--- src/rtl/mem_arbiter.sv ---
// Two-client (icache/dcache) arbiter in front of a single-outstanding main-memory port.
// Icache has default priority; a saturating wait counter lets a starving dcache win.
module mem_arbiter #(
    parameter int BLK_ADDR_W   = 29,
    parameter int BLOCK_W      = 64,
    parameter int STARVE_LIMIT = 8
) (
    input  logic                  clk,
    input  logic                  rst_aL,
    input  logic                  icache_req_valid,
    input  logic [BLK_ADDR_W-1:0] icache_req_block_addr,
    output logic                  icache_req_ready,
    input  logic                  icache_flush,
    output logic                  icache_resp_valid,
    output logic [BLOCK_W-1:0]    icache_resp_block_data,
    input  logic                  dcache_req_valid,
    input  logic                  dcache_req_type,
    input  logic [BLK_ADDR_W-1:0] dcache_req_block_addr,
    input  logic [BLOCK_W-1:0]    dcache_req_block_data,
    output logic                  dcache_req_ready,
    output logic                  dcache_resp_valid,
    output logic [BLOCK_W-1:0]    dcache_resp_block_data,
    output logic                  mem_req_valid,
    output logic                  mem_req_type,
    output logic [BLK_ADDR_W-1:0] mem_req_block_addr,
    output logic [BLOCK_W-1:0]    mem_req_block_data,
    input  logic                  mem_req_ready,
    input  logic                  mem_resp_valid,
    input  logic [BLOCK_W-1:0]    mem_resp_block_data,
    output logic                  busy
);

    typedef enum logic [1:0] {
        IDLE      = 2'd0,
        ISSUE     = 2'd1,
        WAIT_RESP = 2'd2
    } state_t;

    localparam logic [3:0] STARVE_LIM_C = 4'(STARVE_LIMIT);

    state_t                  state_r, state_nxt_s;
    logic                    owner_d_r;
    logic                    type_r;
    logic [BLK_ADDR_W-1:0]   addr_r;
    logic [BLOCK_W-1:0]      data_r;
    logic                    drop_r;
    logic [3:0]              starve_cnt_r;
    logic                    icache_resp_valid_r, dcache_resp_valid_r;
    logic [BLOCK_W-1:0]      icache_resp_data_r, dcache_resp_data_r;

    logic idle_s, ireq_live_s, starve_s, grant_d_s, grant_i_s;
    logic accept_s, resp_s, flush_hit_s, drop_now_s;

    assign idle_s      = (state_r == IDLE);
    assign ireq_live_s = icache_req_valid & ~icache_flush;
    assign starve_s    = (starve_cnt_r == STARVE_LIM_C);
    assign grant_d_s   = idle_s & dcache_req_valid & (starve_s | ~ireq_live_s);
    assign grant_i_s   = idle_s & ireq_live_s & ~grant_d_s;
    assign accept_s    = (state_r == ISSUE) & mem_req_ready;
    assign resp_s      = (state_r == WAIT_RESP) & mem_resp_valid;
    // A flush arriving together with the response still kills that response.
    assign flush_hit_s = ~owner_d_r & icache_flush & ((state_r == ISSUE) | (state_r == WAIT_RESP));
    assign drop_now_s  = drop_r | flush_hit_s;

    assign icache_req_ready       = grant_i_s;
    assign dcache_req_ready       = grant_d_s;
    assign mem_req_valid          = (state_r == ISSUE);
    assign mem_req_type           = type_r;
    assign mem_req_block_addr     = addr_r;
    assign mem_req_block_data     = data_r;
    assign busy                   = (state_r != IDLE);
    assign icache_resp_valid      = icache_resp_valid_r;
    assign icache_resp_block_data = icache_resp_data_r;
    assign dcache_resp_valid      = dcache_resp_valid_r;
    assign dcache_resp_block_data = dcache_resp_data_r;

    // Next-state logic for the single-transaction FSM.
    always_comb begin
        state_nxt_s = state_r;
        case (state_r)
            IDLE: begin
                if (grant_d_s | grant_i_s) state_nxt_s = ISSUE;
                else                       state_nxt_s = IDLE;
            end
            ISSUE: begin
                if (mem_req_ready) state_nxt_s = type_r ? IDLE : WAIT_RESP;
                else               state_nxt_s = ISSUE;
            end
            WAIT_RESP: begin
                if (mem_resp_valid) state_nxt_s = IDLE;
                else                state_nxt_s = WAIT_RESP;
            end
            default: state_nxt_s = IDLE;
        endcase
    end

    // State, latched request fields, starvation counter, drop flag and response registers.
    always_ff @(posedge clk) begin
        if (!rst_aL) begin
            state_r             <= IDLE;
            owner_d_r           <= 1'b0;
            type_r              <= 1'b0;
            addr_r              <= {BLK_ADDR_W{1'b0}};
            data_r              <= {BLOCK_W{1'b0}};
            drop_r              <= 1'b0;
            starve_cnt_r        <= 4'd0;
            icache_resp_valid_r <= 1'b0;
            dcache_resp_valid_r <= 1'b0;
            icache_resp_data_r  <= {BLOCK_W{1'b0}};
            dcache_resp_data_r  <= {BLOCK_W{1'b0}};
        end else begin
            state_r <= state_nxt_s;

            if (grant_d_s) begin
                owner_d_r <= 1'b1;
                type_r    <= dcache_req_type;
                addr_r    <= dcache_req_block_addr;
                data_r    <= dcache_req_block_data;
            end else if (grant_i_s) begin
                owner_d_r <= 1'b0;
                type_r    <= 1'b0;
                addr_r    <= icache_req_block_addr;
                data_r    <= {BLOCK_W{1'b0}};
            end

            if (state_nxt_s == IDLE) drop_r <= 1'b0;
            else if (flush_hit_s)    drop_r <= 1'b1;

            if (dcache_req_valid & ~grant_d_s) begin
                if (!starve_s) starve_cnt_r <= starve_cnt_r + 4'd1;
            end else begin
                starve_cnt_r <= 4'd0;
            end

            icache_resp_valid_r <= resp_s & ~owner_d_r & ~drop_now_s;
            if (resp_s & ~owner_d_r & ~drop_now_s) icache_resp_data_r <= mem_resp_block_data;

            dcache_resp_valid_r <= (resp_s & owner_d_r) | (accept_s & type_r);
            if (resp_s & owner_d_r)     dcache_resp_data_r <= mem_resp_block_data;
            else if (accept_s & type_r) dcache_resp_data_r <= {BLOCK_W{1'b0}};
        end
    end

endmodule

--- config.mk ---
export PLATFORM = sky130hd
export DESIGN_NAME = mem_arbiter
export DESIGN_NICKNAME = d
export VERILOG_FILES = /design/src/rtl/mem_arbiter.sv
export SDC_FILE = /design/constraint.sdc
export NUM_CORES = 1
export LEC_CHECK = 0
export CORE_MARGIN = 2
export CORE_UTILIZATION = 30
export CTS_BUF_LIST = sky130_fd_sc_hd__clkbuf_8
export CTS_CLUSTER_DIAMETER = 200
export DETAILED_ROUTE_END_ITERATION = 8
export GPL_ROUTABILITY_DRIVEN = 0
export PLACE_DENSITY_LB_ADDON = 0.25
export SLEW_MARGIN = 20
export SYNTH_ARGS = -nofsm -noshare
export SYNTH_HDL_FRONTEND = slang
export SYNTH_SLANG_ARGS = --single-unit
--- constraint.sdc ---
create_clock -name clk -period 2.1 [get_ports clk]
set_clock_uncertainty 0.1 [all_clocks]
set_input_delay 0.42 -clock clk [delete_from_list [all_inputs] [get_ports clk]]
set_output_delay 0.42 -clock clk [all_outputs]
set_load 0.05 [all_outputs]
==> out/qor.csv, run 1 <==
stage;metric;value;unit
floorplanning;die area;29500;µm²
logic_synthesis;mean post-synth cell area;10.7;µm²
floorplanning;Ports;422;
sta;minimum hold slack;0.181;ns
routing;Via density;4.71;
sta;Final WS setup;-0.231;ns
critical_path;Worst path top cell family by delay;flip-flops;
pwr;Static Leak;6.20;nW
cells_and_area;Non-Filler Instances;1632;
critical_path;Crit. End Element;output pin;
status;status;finished, violations left;
sta;fin. max-slew vios;0;
critical_path;Arr. time, crit path;1.81;ns
routing;iteration-0 DRC count of the detailed router;395;
clock_network;CTS Root Cell;clkbuf_8;
logic_synthesis;Synth Register Bits;232;
cells_and_area;leading cell type in the layout, fill and taps excluded;dfxtp_1;
global_route;global-route wire length before repair;41800;µm
cells_and_area;Fillers;2652;
cells_and_area;most frequent cells in the layout;dfxtp_1 (229), clkdlybuf4s50_1 (192), dlygate4sd2_1 (182);
floorplanning;Core Footprint;27800;µm²
sta;RSZ-0062 raised after global routing;true;
clock_network;Sink Count;232;
routing;DRT Pass-1 Iters;5;
floorplanning;height of the die;172;µm
placement;# port buffers;421;
critical_path;Worst Setup Start Kind;register;
run;max cap viols;0;
sta;maximum clock frequency;429;MHz
floorplanning;Initial Util;30.4;%
cells_and_area;Post-Route Utilization;49.4;%
floorplanning;Row Count;61;
critical_path;slowest CP cell;dfxtp_2;
cells_and_area;Area Overhead vs Synth;62.4;%
pwr;pwr dens;786;nW/µm²
routing;DR DRC count;0;
critical_path;critical path's largest stage delay;0.34;ns
cells_and_area;antenna cells;0;
global_route;grt ovf;0;
logic_synthesis;cells after synthesis;791;
global_route;initial antenna violation count;0;
placement;dpl cells;1553;
logic_synthesis;Post-Syn Area;8460;µm²
sta;final clock period utilization by the worst path;111;%
logic_synthesis;YS warnings;0;
sta;Finish-stage setup viols;2;
placement;DPL Wire Length;20000;µm
cells_and_area;nets@finish;1423;
cells_and_area;layout cell share with drive strength beyond 1;15.1;%
clock_network;Clock transition at path regs;0.06;ns
min_path;Hold Path Class;in -> reg;
pwr;Worst VDD drop;0.000360;V
logic_synthesis;main flop type after synthesis;dfxtp_1;
routing;DR WL/cell;17.4;µm
routing;Post-DRT Antenna Nets;0;
sta;final hold vios;0;
logic_synthesis;synth unique cells;37;
critical_path;crit path cell chain;inv_2 -> ha_4 -> and3b_2 -> a211o_1 -> clkinvlp_4 -> buf_8;
clock_network;TritonCTS Buffers;41;
clock_network;TritonCTS clock tree;built;
sta;Rel. slew slack;64.1;%
global_route;vias in the first global route;7576;
sta;pin slew with the least headroom to its limit;0.540;ns
routing;drt total wl;28300;µm
global_route;overall global routing resource usage;17.9;%
logic_synthesis;Post-synth EDFFs;0;
sta;Final min period;2.33;ns
routing;DR vias;7681;
critical_path;crit path max fanout;3;
floorplanning;die width;172;µm
status;failing checks;setup timing;
critical_path;critical path type;reg -> out;
clock_network;CTS max path bufs;3;
critical_path;CP required;1.58;ns
logic_synthesis;Syn Nets;991;
critical_path;flop-to-flop setup slack;0.23;ns
logic_synthesis;sequential area share after synthesis;54.9;%
global_route;largest net degree at the start of global routing;121;
logic_synthesis;Async SR Flop Fraction;0;%
clock_network;Worst-Skew Late Latency;0.53;ns
placement;Setup WS pre-CTS;-0.0735;ns
clock_network;H-Tree Depth;2;
critical_path;CP bufs+invs;3;
clock_network;CTS Hold Buffers Added;0;
-- final timing paths --
check | startpoint | end | cells past startpoint
worst min-delay path | rst_aL | dcache_resp_valid$_SDFF_PN0_ | 3
worst max-delay path | starve_cnt_r[1]$_SDFFE_PN0P_ | icache_req_ready | 6
worst max register to register | state_r[0]$_SDFF_PN0_ | dcache_resp_block_data[61]$_SDFFE_PN0P_ | 6
worst min register to register | icache_resp_block_data[62]$_SDFFE_PN0P_ | icache_resp_block_data[62]$_SDFFE_PN0P_ | 2
-- flip-flops by register name, summed over array words and instances (netlist names) --
name                    flops
drop_r                      1
mem_req_block_addr         29
dcache_resp_block_data     64
icache_resp_block_data     64
mem_req_block_data         64
dcache_resp_valid           1
icache_resp_valid           1
mem_req_type                1
owner_d_r                   1
starve_cnt_r                4
state_r                     2
-- stage by stage --
| stage | total power [mW] | cell area, µm² | setup TNS (ns) |
|---|---|---|---|
| final | 10.8 | 13700 | -0.421 |
| after floorplan | 5.94 | 8480 | 0 |
| after detailed placement | 6.87 | 13100 | -6.34 |
| after global routing | 11.2 | 13700 | -0.591 |
| after global placement | 6.87 | 13100 | -2.23 |
| after CTS | 10.9 | 13700 | -0.478 |
-- worst register-to-register path: stages (launching register included) --
cell and delay, ns:
dfxtp_1 0.37, inv_2 0.07, ha_1 0.22, and3_1 0.22, a311oi_4 0.38, buf_12 0.27
a22o_1 0.18
-- metal layers --
metal	GRT usage, %	up-vias	wire (µm)
li1	-	3726	-
met2	30.1	359	13200
met3	6.66	52	3010
met1	20.9	3544	11400
met4	6.14	0	748
met5	0	-	0
-- final cells by class --
class | instances | area, µm² | share of cell area (%)
timing repair buffer | 456 | 4330 | 31.5
tap | 378 | 473 | 3.44
clock inverter | 21 | 87.6 | 0.638
sequential | 232 | 4650 | 33.9
multi-input combinational | 483 | 3420 | 24.9
inverter | 9 | 41.3 | 0.301
clock buffer | 53 | 729 | 5.31
-- cells by family (layout without fill, tap and decap cells) --
family / after synthesis / after routing / share of synthesized area, %
simple gates: 179 / 179 / 8.67
mux: 65 / 65 / 7.69
xor+xnor: 3 / 3 / 0.311
fa+ha+maj: 6 / 6 / 0.888
buf+inv: 76 / 539 / 5.22
flops: 232 / 232 / 54.9
compound gates: 230 / 230 / 22.3
-- where the power goes --
part	total [mW]	leakage (nW)	internal (mW)	switching, mW
Clock	4.09	0.482	2.26	1.84
Sequential	4.70	1.89	4.59	0.112
Combinational	2.00	3.83	0.796	1.20
-- synthesized netlist by cell type (6+ instances only) --
library cell	number	share of area (%)
ha_1	6	0.89
o221a_2	29	3.9
a22o_1	129	13
mux2i_1	65	7.7
nand2_1	132	5.9
a21oi_1	32	1.9
inv_1	8	0.36
nor2_1	30	1.3
dfxtp_1	232	55
buf_6	15	2.0
buf_2	17	1.0
buf_4	6	0.53
o21ai_0	30	1.8
clkbuf_1	29	1.3
-- what timing repair did --
item / CTS / global route
resized for setup: 192 / 1
pin swaps: 2 / 1
buffers inserted: 4 / 1
setup endpoints to repair: 185 / 3
No activity file was read; power rests on OpenSTA's default activity.
==> run 2: changes to the inputs <==
==> constraint.sdc (replaced) <==
create_clock -name clk -period 2.1 [get_ports clk]
set_clock_uncertainty 0.1 [all_clocks]
set_input_delay 0.63 -clock clk [delete_from_list [all_inputs] [get_ports clk]]
set_output_delay 0.63 -clock clk [all_outputs]
set_load 0.05 [all_outputs]
==> run 2 against run 1 <==
Against the previous run:
- highest routed layer unchanged
- critical endpoint is now dcache_req_ready
- sequential power about the same
- worst setup slack got worse by 0.32 ns
- wire length decreased by 2.7%
- global-route usage decreased by 0.55 points
- largest cell class unchanged
- cell area decreased by 0.96%
- register-to-register slack got worse by 0.11 ns
- core utilization decreased by 0.47 points
- combinational power increased by 4%
- the run still ends with setup timing left
- via count decreased by 0.77%
==> out/qor.csv, run 2 (synthesized netlist as in run 1, its figures left out) <==
stage;metric;value;unit;change
status;status;finished, violations left;;
status;failing checks;setup timing;;
critical_path;Arr. time, crit path;1.92;ns;+0.11 ns
floorplanning;Initial Util;30.4;%;unchanged
routing;drt total wl;27600;µm;-2.7%
sta;final clock period utilization by the worst path;126;%;+15 points
pwr;switching share of power;28.4;%;-0.80 points
clock_network;CTS Hold Buffers Added;0;;unchanged
floorplanning;die area;29500;µm²;unchanged
sta;maximum clock frequency;377;MHz;-12%
run;max cap viols;0;;unchanged
clock_network;Clock transition at path regs;0.05;ns;about the same
clock_network;CTS max path bufs;3;;unchanged
critical_path;Worst Setup Start Kind;input port;;
sta;Rel. slew slack;67.7;%;+3.6 points
floorplanning;die width;172;µm;unchanged
floorplanning;Core Footprint;27800;µm²;unchanged
routing;DR DRC count;0;;unchanged
pwr;NetSw;3.09;mW;-1.8%
global_route;grt met1 use;20.7;%;-0.22 points
sta;Final WS setup;-0.551;ns;-0.320 ns
clock_network;CTS Root Cell;clkbuf_8;;
routing;DR vias;7622;;-0.77%
cells_and_area;most frequent cells in the layout;buf_4 (261), dfxtp_1 (228), clkdlybuf4s50_1 (192);;
global_route;initial antenna violation count;0;;unchanged
placement;# port buffers;421;;unchanged
routing;Via density;4.65;;-1.1%
critical_path;critical path type;in -> out;;
global_route;largest net degree at the start of global routing;116;;-4.1%
cells_and_area;layout cell share with drive strength beyond 1;30.5;%;+15 points
clock_network;TritonCTS Buffers;42;;+2.4%
critical_path;CP required;1.37;ns;-0.21 ns
pwr;Worst VDD drop;0.000476;V;+32%
clock_network;Sink Count;232;;unchanged
sta;pin slew with the least headroom to its limit;0.484;ns;-0.0561 ns
pwr;Static Leak;5.77;nW;-6.9%
cells_and_area;Fillers;2670;;+0.68%
pwr;Int Power;7.80;mW;+2.1%
critical_path;crit path max fanout;4;;+1
pwr;Flop pwr share;43.2;%;-0.3 points
pwr;pwr dens;801;nW/µm²;+2.0%
routing;DR WL/cell;16.8;µm;-3.0%
clock_network;H-Tree Depth;2;;unchanged
pwr;part of the power in combinational logic;19.1;%;+0.6 points
clock_network;Worst-Skew Late Latency;0.51;ns;-0.02 ns
floorplanning;height of the die;172;µm;unchanged
sta;Post-Route Setup TNS;-1.09;ns;-0.670 ns
routing;iteration-0 DRC count of the detailed router;315;;-20%
floorplanning;Ports;422;;unchanged
sta;final hold vios;0;;unchanged
cells_and_area;multi-input logic area;3440;µm²;+0.44%
global_route;M2 GR Usage;29.5;%;-0.58 points
floorplanning;Row Count;61;;unchanged
routing;DRT Pass-1 Iters;4;;-1
critical_path;Crit. End Element;output pin;;
placement;DPL Wire Length;19900;µm;-0.60%
sta;Finish-stage setup viols;3;;+1
cells_and_area;leading cell type in the layout, fill and taps excluded;buf_4;;
global_route;busiest layer in global routing;met2;;
clock_network;TritonCTS clock tree;built;;
global_route;vias in the first global route;7345;;-3.0%
sta;RSZ-0062 raised after global routing;true;;
cells_and_area;register area;4650;µm²;about the same
global_route;M3 GR Usage;5.97;%;-0.69 points
routing;Post-DRT Antenna Nets;0;;unchanged
sta;fin. max-slew vios;0;;unchanged
placement;Setup WS pre-CTS;-0.564;ns;-0.490 ns
global_route;grt ovf;0;;unchanged
pwr;power after layout;10.9;mW;+1.0%
global_route;overall global routing resource usage;17.3;%;-0.55 points
cells_and_area;Area Overhead vs Synth;60.8;%;
min_path;Hold Path Class;reg -> reg;;
sta;Final min period;2.65;ns;+0.320 ns
cells_and_area;nets@finish;1438;;+1.1%
cells_and_area;antenna cells;0;;unchanged
pwr;clock network power share;37.7;%;-0.3 points
global_route;global-route wire length before repair;40500;µm;-3.0%
-- run 2: cell types whose count changed in the layout (fill, tap and decap cells not counted), moves of 2 or more --
cell	delta
buf_4	+195
dlygate4sd2_1	-182
clkbuf_8	-4
inv_1	-4
clkinv_2	-3
buf_12	-2
buf_6	+2
bufinv_16	+2
-- run 2: worst paths after layout --
check | endpoint | start | slack (ns) | depth (start not counted)
max | dcache_req_ready | icache_flush | -0.55 | 6
min | icache_resp_block_data[5]$_SDFFE_PN0P_ | icache_resp_block_data[5]$_SDFFE_PN0P_ | 0.35 | 2
max reg2reg | icache_resp_block_data[24]$_SDFFE_PN0P_ | state_r[0]$_SDFF_PN0_ | 0.12 | 8
min reg2reg | icache_resp_block_data[5]$_SDFFE_PN0P_ | icache_resp_block_data[5]$_SDFFE_PN0P_ | 0.35 | 2
-- run 2: power by group through the flow --
| stage | clock network [mW] | logic, mW | registers [mW] |
|---|---|---|---|
| after floorplan | 0 | 0.570 | 5.37 |
| after global placement | 0 | 2.04 | 4.79 |
| after detailed placement | 0 | 2.04 | 4.79 |
| after CTS | 4.27 | 2.08 | 4.70 |
| after global routing | 4.47 | 2.20 | 4.73 |
| final | 4.11 | 2.08 | 4.71 |
-- run 2: stage by stage --
step / hold slack [ns] / std cells / instance area [µm²] / util [%]
after floorplan: 0.421 / 791 / 8480 / -
after global placement: 0.343 / 1563 / 12700 / 45.6
after detailed placement: 0.346 / 1563 / 12700 / 45.6
after CTS: 0.358 / 1635 / 13600 / 48.8
after global routing: 0.372 / 1638 / 13600 / 48.9
final: 0.355 / 1638 / 13600 / 48.9
-- run 2: area by class of cell --
cell class,count,area share [%]
clock buffer,49,4.96
inverter,9,0.350
tap,378,3.48
sequential,232,34.2
timing repair buffer,470,30.8
multi-input combinational,483,25.3
clock inverter,17,0.893
-- run 2: per-layer routing --
metal | routed length [µm] | vias to the layer above | part of all wire (%)
met2 | 13100 | 329 | 47
met4 | 490 | 0 | 1.8
met5 | 0 | - | 0
met3 | 2710 | 39 | 9.8
li1 | - | 3746 | -
met1 | 11300 | 3508 | 41
-- run 2: repair_timing --
item / in CTS / in global routing
buffers inserted: 7 / 4
pin swaps: 5 / 6
resized for setup: 18 / 4
setup endpoints to repair: 4 / 5
-- run 2: critical path, cell delays in order --
cell and delay [ns]:
clkdlybuf4s50_1 0.42, nand2b_2 0.23, o211ai_1 0.24, buf_4 0.17, clkinvlp_4 0.08, buf_8 0.15
==> patch 1, RTL diff (settings of run 2) <==
The 3 states of `state_t` get a one-hot encoding in 3 bits.
--- a/src/rtl/mem_arbiter.sv
+++ b/src/rtl/mem_arbiter.sv
@@ -30,10 +30,10 @@
     output logic                  busy
 );
 
-    typedef enum logic [1:0] {
-        IDLE      = 2'd0,
-        ISSUE     = 2'd1,
-        WAIT_RESP = 2'd2
+    typedef enum logic [2:0] {
+        IDLE      = 3'b001,
+        ISSUE     = 3'b010,
+        WAIT_RESP = 3'b100
     } state_t;
 
     localparam logic [3:0] STARVE_LIM_C = 4'(STARVE_LIMIT);
Function: no difference found for any inputs over 4 cycles, from zero or initial values and one cycle with rst_aL low; so few cycles prove little.
==> patch 1 against run 2 <==
The flow still finishes with violations (negative setup slack); hold slack worse by 3.9 ps; first-iteration DRC count fell by 4.4%; combinational power grew 2%; final area increased by 6.3%; sequential cell count grew 1; synthesized cell count up 18%; utilization hardly changed; synthesized area increased by 6.2%; total power grew 3.4%; clock power up 8.5%; global-route usage rose by 0.45 points; routed wire length increased by 8.5%; setup slack better by 140 ps; largest cell class unchanged.
==> patch 1: results (changes against run 2) <==
- Outcome: finished, violations left
- Failing checks: negative setup slack
- Pre-antenna DRT Iters: 5 (+1)
- CP max FO: 2 (-2)
- Drt via density: 4.62 (-0.68%)
- 1st-iter DRT viols: 301 (-4.4%)
- Logic inverters: 6 (-3)
- Final HPWL DP: 20900 µm (+5.2%)
- Number of synthesized register bits: 233 (+0.43%)
- Hold Startpoint: icache_resp_block_data[44]$_SDFFE_PN0P_
- Buffers excl. clock: 485 (+3.2%)
- Fin worst setup slack: -416 ps (+135 ps)
- Initial antenna violation count: 1 (+1)
- Pre-CTS setup slack: -456 ps (+107 ps)
- Number of global-route vias before repair: 8221 (+12%)
- Area share of fa/ha/maj cells after synthesis: 0.279% (-0.61 points)
- Routed met2 length: 14500 µm (+11%)
- Fin area: 14500 µm² (+6.3%)
- IR drop worst, VDD: 0.436 mV (-8.2%)
- Clock insertion delay at the later pin of the skew report: 530 ps (+20 ps)
- Family with the most delay on the worst path: simple AND/OR/NAND/NOR gates
- Setup Viol. Count Final: 4 (+1)
- Sequential cell area: 4670 µm² (+0.46%)
- Inserted Diodes: 1 (+1)
- Metal3 WL: 2600 µm (-4.0%)
- Clock-cell share: 6.14% (+0.28 points)
- Non-clock buffering overhead: 30.7% (-0.10 points)
- Post-route met1 wirelength: 12100 µm (+6.8%)
- Fraction of area in multi-input gates: 27.3% (+2.0 points)
- Commonest cells post-synth: 233 x dfxtp_1, 158 x nand2_1, 133 x nor2b_1
- Multi-input gates: 617 (+28%)
- Non-filler instance count after layout: 1802 (+10%)
- M1 GR Usage: 21.0% (+0.33 points)
- Leak pwr: 5.62 nW (-2.6%)
- Mean Syn Cell Area: 9.60 µm² (-10%)
- Post-Synth XOR/XNOR Area: 0.390% (+0.080 points)
- Starting Density: 30.4% (-0.070 points)
- Final nets: 1581 (+9.9%)
- Met3 Use GR: 6.14% (+0.17 points)
- Met2 usage: 29.9% (+0.35 points)
- Critical path's largest stage delay: 330 ps (-90 ps)
- Compound-Gate Fraction of Synth Area: 24.5% (+2.2 points)
- Post-synthesis mux area share: 0.112% (-7.6 points)
- Layout clock buffer count: 57 (+16%)
- Syn Nets: 1131 (+14%)
patch 1: worst reg2reg max path: cells and delay by family, from the launching register on:
family	cells	cell delay (ps)
AOI/OAI and AO/OA	2	430
DFF	1	330
adders and majority gates	1	150
buffers and inverters	5	600
and+or+nand+nor	2	290
patch 1: final timing paths:
kind	slack, ps	endpoint	cells past startpoint
worst max-delay path	-420	icache_req_ready	7
worst min-delay path	350	icache_resp_block_data[44]$_SDFFE_PN0P_	2
worst max register to register	90	mem_req_block_data[56]$_SDFFE_PN0P_	10
worst min register to register	350	icache_resp_block_data[44]$_SDFFE_PN0P_	2
patch 1: power by group:
| part | switching (W) | leakage (nW) | internal, W |
|---|---|---|---|
| logic | 0.00120 | 3.24 | 0.000922 |
| registers | 0.000103 | 1.89 | 0.00459 |
| clock network | 0.00182 | 0.495 | 0.00263 |
patch 1: repair_timing:
item	CTS	global route
setup buffers	8	1
gates resized for setup	9	5
pin swaps	2	1
cloned	0	1
setup endpoints to repair	4	84
hold buffers	0	0
==> patch 2, RTL diff (settings of run 2) <==
Without the edit above. The parameter `BLK_ADDR_W` goes from 29 to 21.
--- a/src/rtl/mem_arbiter.sv
+++ b/src/rtl/mem_arbiter.sv
@@ -1,7 +1,7 @@
 // Two-client (icache/dcache) arbiter in front of a single-outstanding main-memory port.
 // Icache has default priority; a saturating wait counter lets a starving dcache win.
 module mem_arbiter #(
-    parameter int BLK_ADDR_W   = 29,
+    parameter int BLK_ADDR_W   = 21,
     parameter int BLOCK_W      = 64,
     parameter int STARVE_LIMIT = 8
 ) (
Interface: changed (resized dcache_req_block_addr, icache_req_block_addr and mem_req_block_addr); port bits go from 422 to 398. No check against the original RTL was run, so the function may have changed too.
==> patch 2 against run 2 <==
The flow still finishes with violations (negative setup slack); setup slack improved by 100 ps; routed wire length is 5.8% lower; final cell count down 5.8%; sequential cell count down 8; count of clock-buffer cells in the layout is 1 higher; final area down 4.0%; first-iteration DRC count increased by 10%; total power decreased by 5.0%; synthesized area decreased by 4.9%; highest routed layer unchanged.
==> patch 2: results (changes against run 2) <==
- Routed wire length: 26000 µm (-5.8%)
- Setup Viol. Count Final: 3 (unchanged)
- IR drop worst, VDD: 0.434 mV (-8.7%)
- Failing checks: negative setup slack
- Worst Tran Pin Value: 362 ps (-123 ps)
- Post-route met1 wirelength: 10700 µm (-5.7%)
- Reg-to-reg startpoint: state_r[1]$_SDFF_PN0_
- Critical Path AT: 1820 ps (-100 ps)
- Outcome: finished, violations left
- Fin worst setup slack: -450 ps (+101 ps)
- Pin count of the biggest net entering global routing: 83 (-28%)
- Cells after synthesis: 745 (-5.8%)
- Crit path from: starve_cnt_r[0]$_SDFFE_PN0P_
- CTS Buf Count: 40 (-4.8%)
- 1st-iter DRT viols: 348 (+10%)
- Compound-Gate Fraction of Synth Area: 21.3% (-0.97 points)
- Post-Synth XOR/XNOR Area: 0.327% (+0.016 points)
- Met2 usage: 30.4% (+0.93 points)
- Pre-CTS setup slack: -534 ps (+29.4 ps)
- Final nets: 1362 (-5.3%)
- R2R Path End: icache_resp_block_data[25]$_SDFFE_PN0P_
- GRT Util Overall: 17.8% (+0.46 points)
- Leak pwr: 5.59 nW (-3.1%)
- Number of global-route vias before repair: 7316 (-0.39%)
- Logic power comb: 0.00190 W (-9%)
- Ratio of cells with drive above 1 in the final layout: 29.6% (-0.84 points)
- M1 GR Usage: 21.1% (+0.38 points)
- Post-CTS Setup Repair Bufs: 6 (-1)
- Seq power: 0.00452 W (-4%)
- Non-filler instance count after layout: 1543 (-5.8%)
- Final HPWL DP: 18800 µm (-5.4%)
- Port buffer count: 397 (-5.7%)
- Post-Route Setup TNS: -881 ps (+211 ps)
- Placed Area: 12100 µm² (-4.3%)
- Routed met2 length: 12400 µm (-5.1%)
- Ranking of synthesized cells by area: dfxtp_1 56%, a22o_1 14%, mux2i_1 8.1%, nand2_1 6.2%, o221a_1 2.9%
patch 2: changes by cell type in the layout (fill, tap and decap cells not counted), moves of 4 or more:
cell	run 2	this run
a21oi_1	32	24
dfxtp_1	228	220
buf_4	261	256
o21ai_0	30	21
clkinv_2	1	5
nor2_1	30	22
clkdlybuf4s50_1	192	176
o221a_2	29	0
o221a_1	0	21
buf_12	13	18
patch 2: critical path, cell delays in order, from the launching register on:
cell     delay (ps)
dfxtp_2         330
inv_2            50
ha_4            150
and3b_2         230
a211o_4         360
inv_8            60
buf_12          120
patch 2: layout make-up:
cell class / count / area [µm²]
Sequential cell: 224 / 4490
Inverter: 9 / 48.8
Fill cell: 2430 / 13200
Multi-Input combinational cell: 451 / 3240
Clock buffer: 50 / 688
Timing Repair Buffer: 452 / 4070
Tap cell: 335 / 419
Clock inverter: 22 / 96.3
patch 2: how the worst min path moves through the flow:
| stage | start | to | slack, ps | depth (start not counted) |
|---|---|---|---|---|
| 3_5_place_dp | icache_resp_block_data[40]$_SDFFE_PN0P_ | icache_resp_block_data[40]$_SDFFE_PN0P_ | 350 | 2 |
| 6_report | icache_resp_block_data[39]$_SDFFE_PN0P_ | icache_resp_block_data[39]$_SDFFE_PN0P_ | 350 | 2 |
| 3_3_place_gp | icache_resp_block_data[41]$_SDFFE_PN0P_ | icache_resp_block_data[41]$_SDFFE_PN0P_ | 340 | 2 |
| 2_1_floorplan | starve_cnt_r[1]$_SDFFE_PN0P_ | starve_cnt_r[1]$_SDFFE_PN0P_ | 430 | 2 |
| 5_1_grt | rst_aL | state_r[1]$_SDFF_PN0_ | 380 | 3 |
| 4_1_cts | rst_aL | state_r[1]$_SDFF_PN0_ | 320 | 3 |
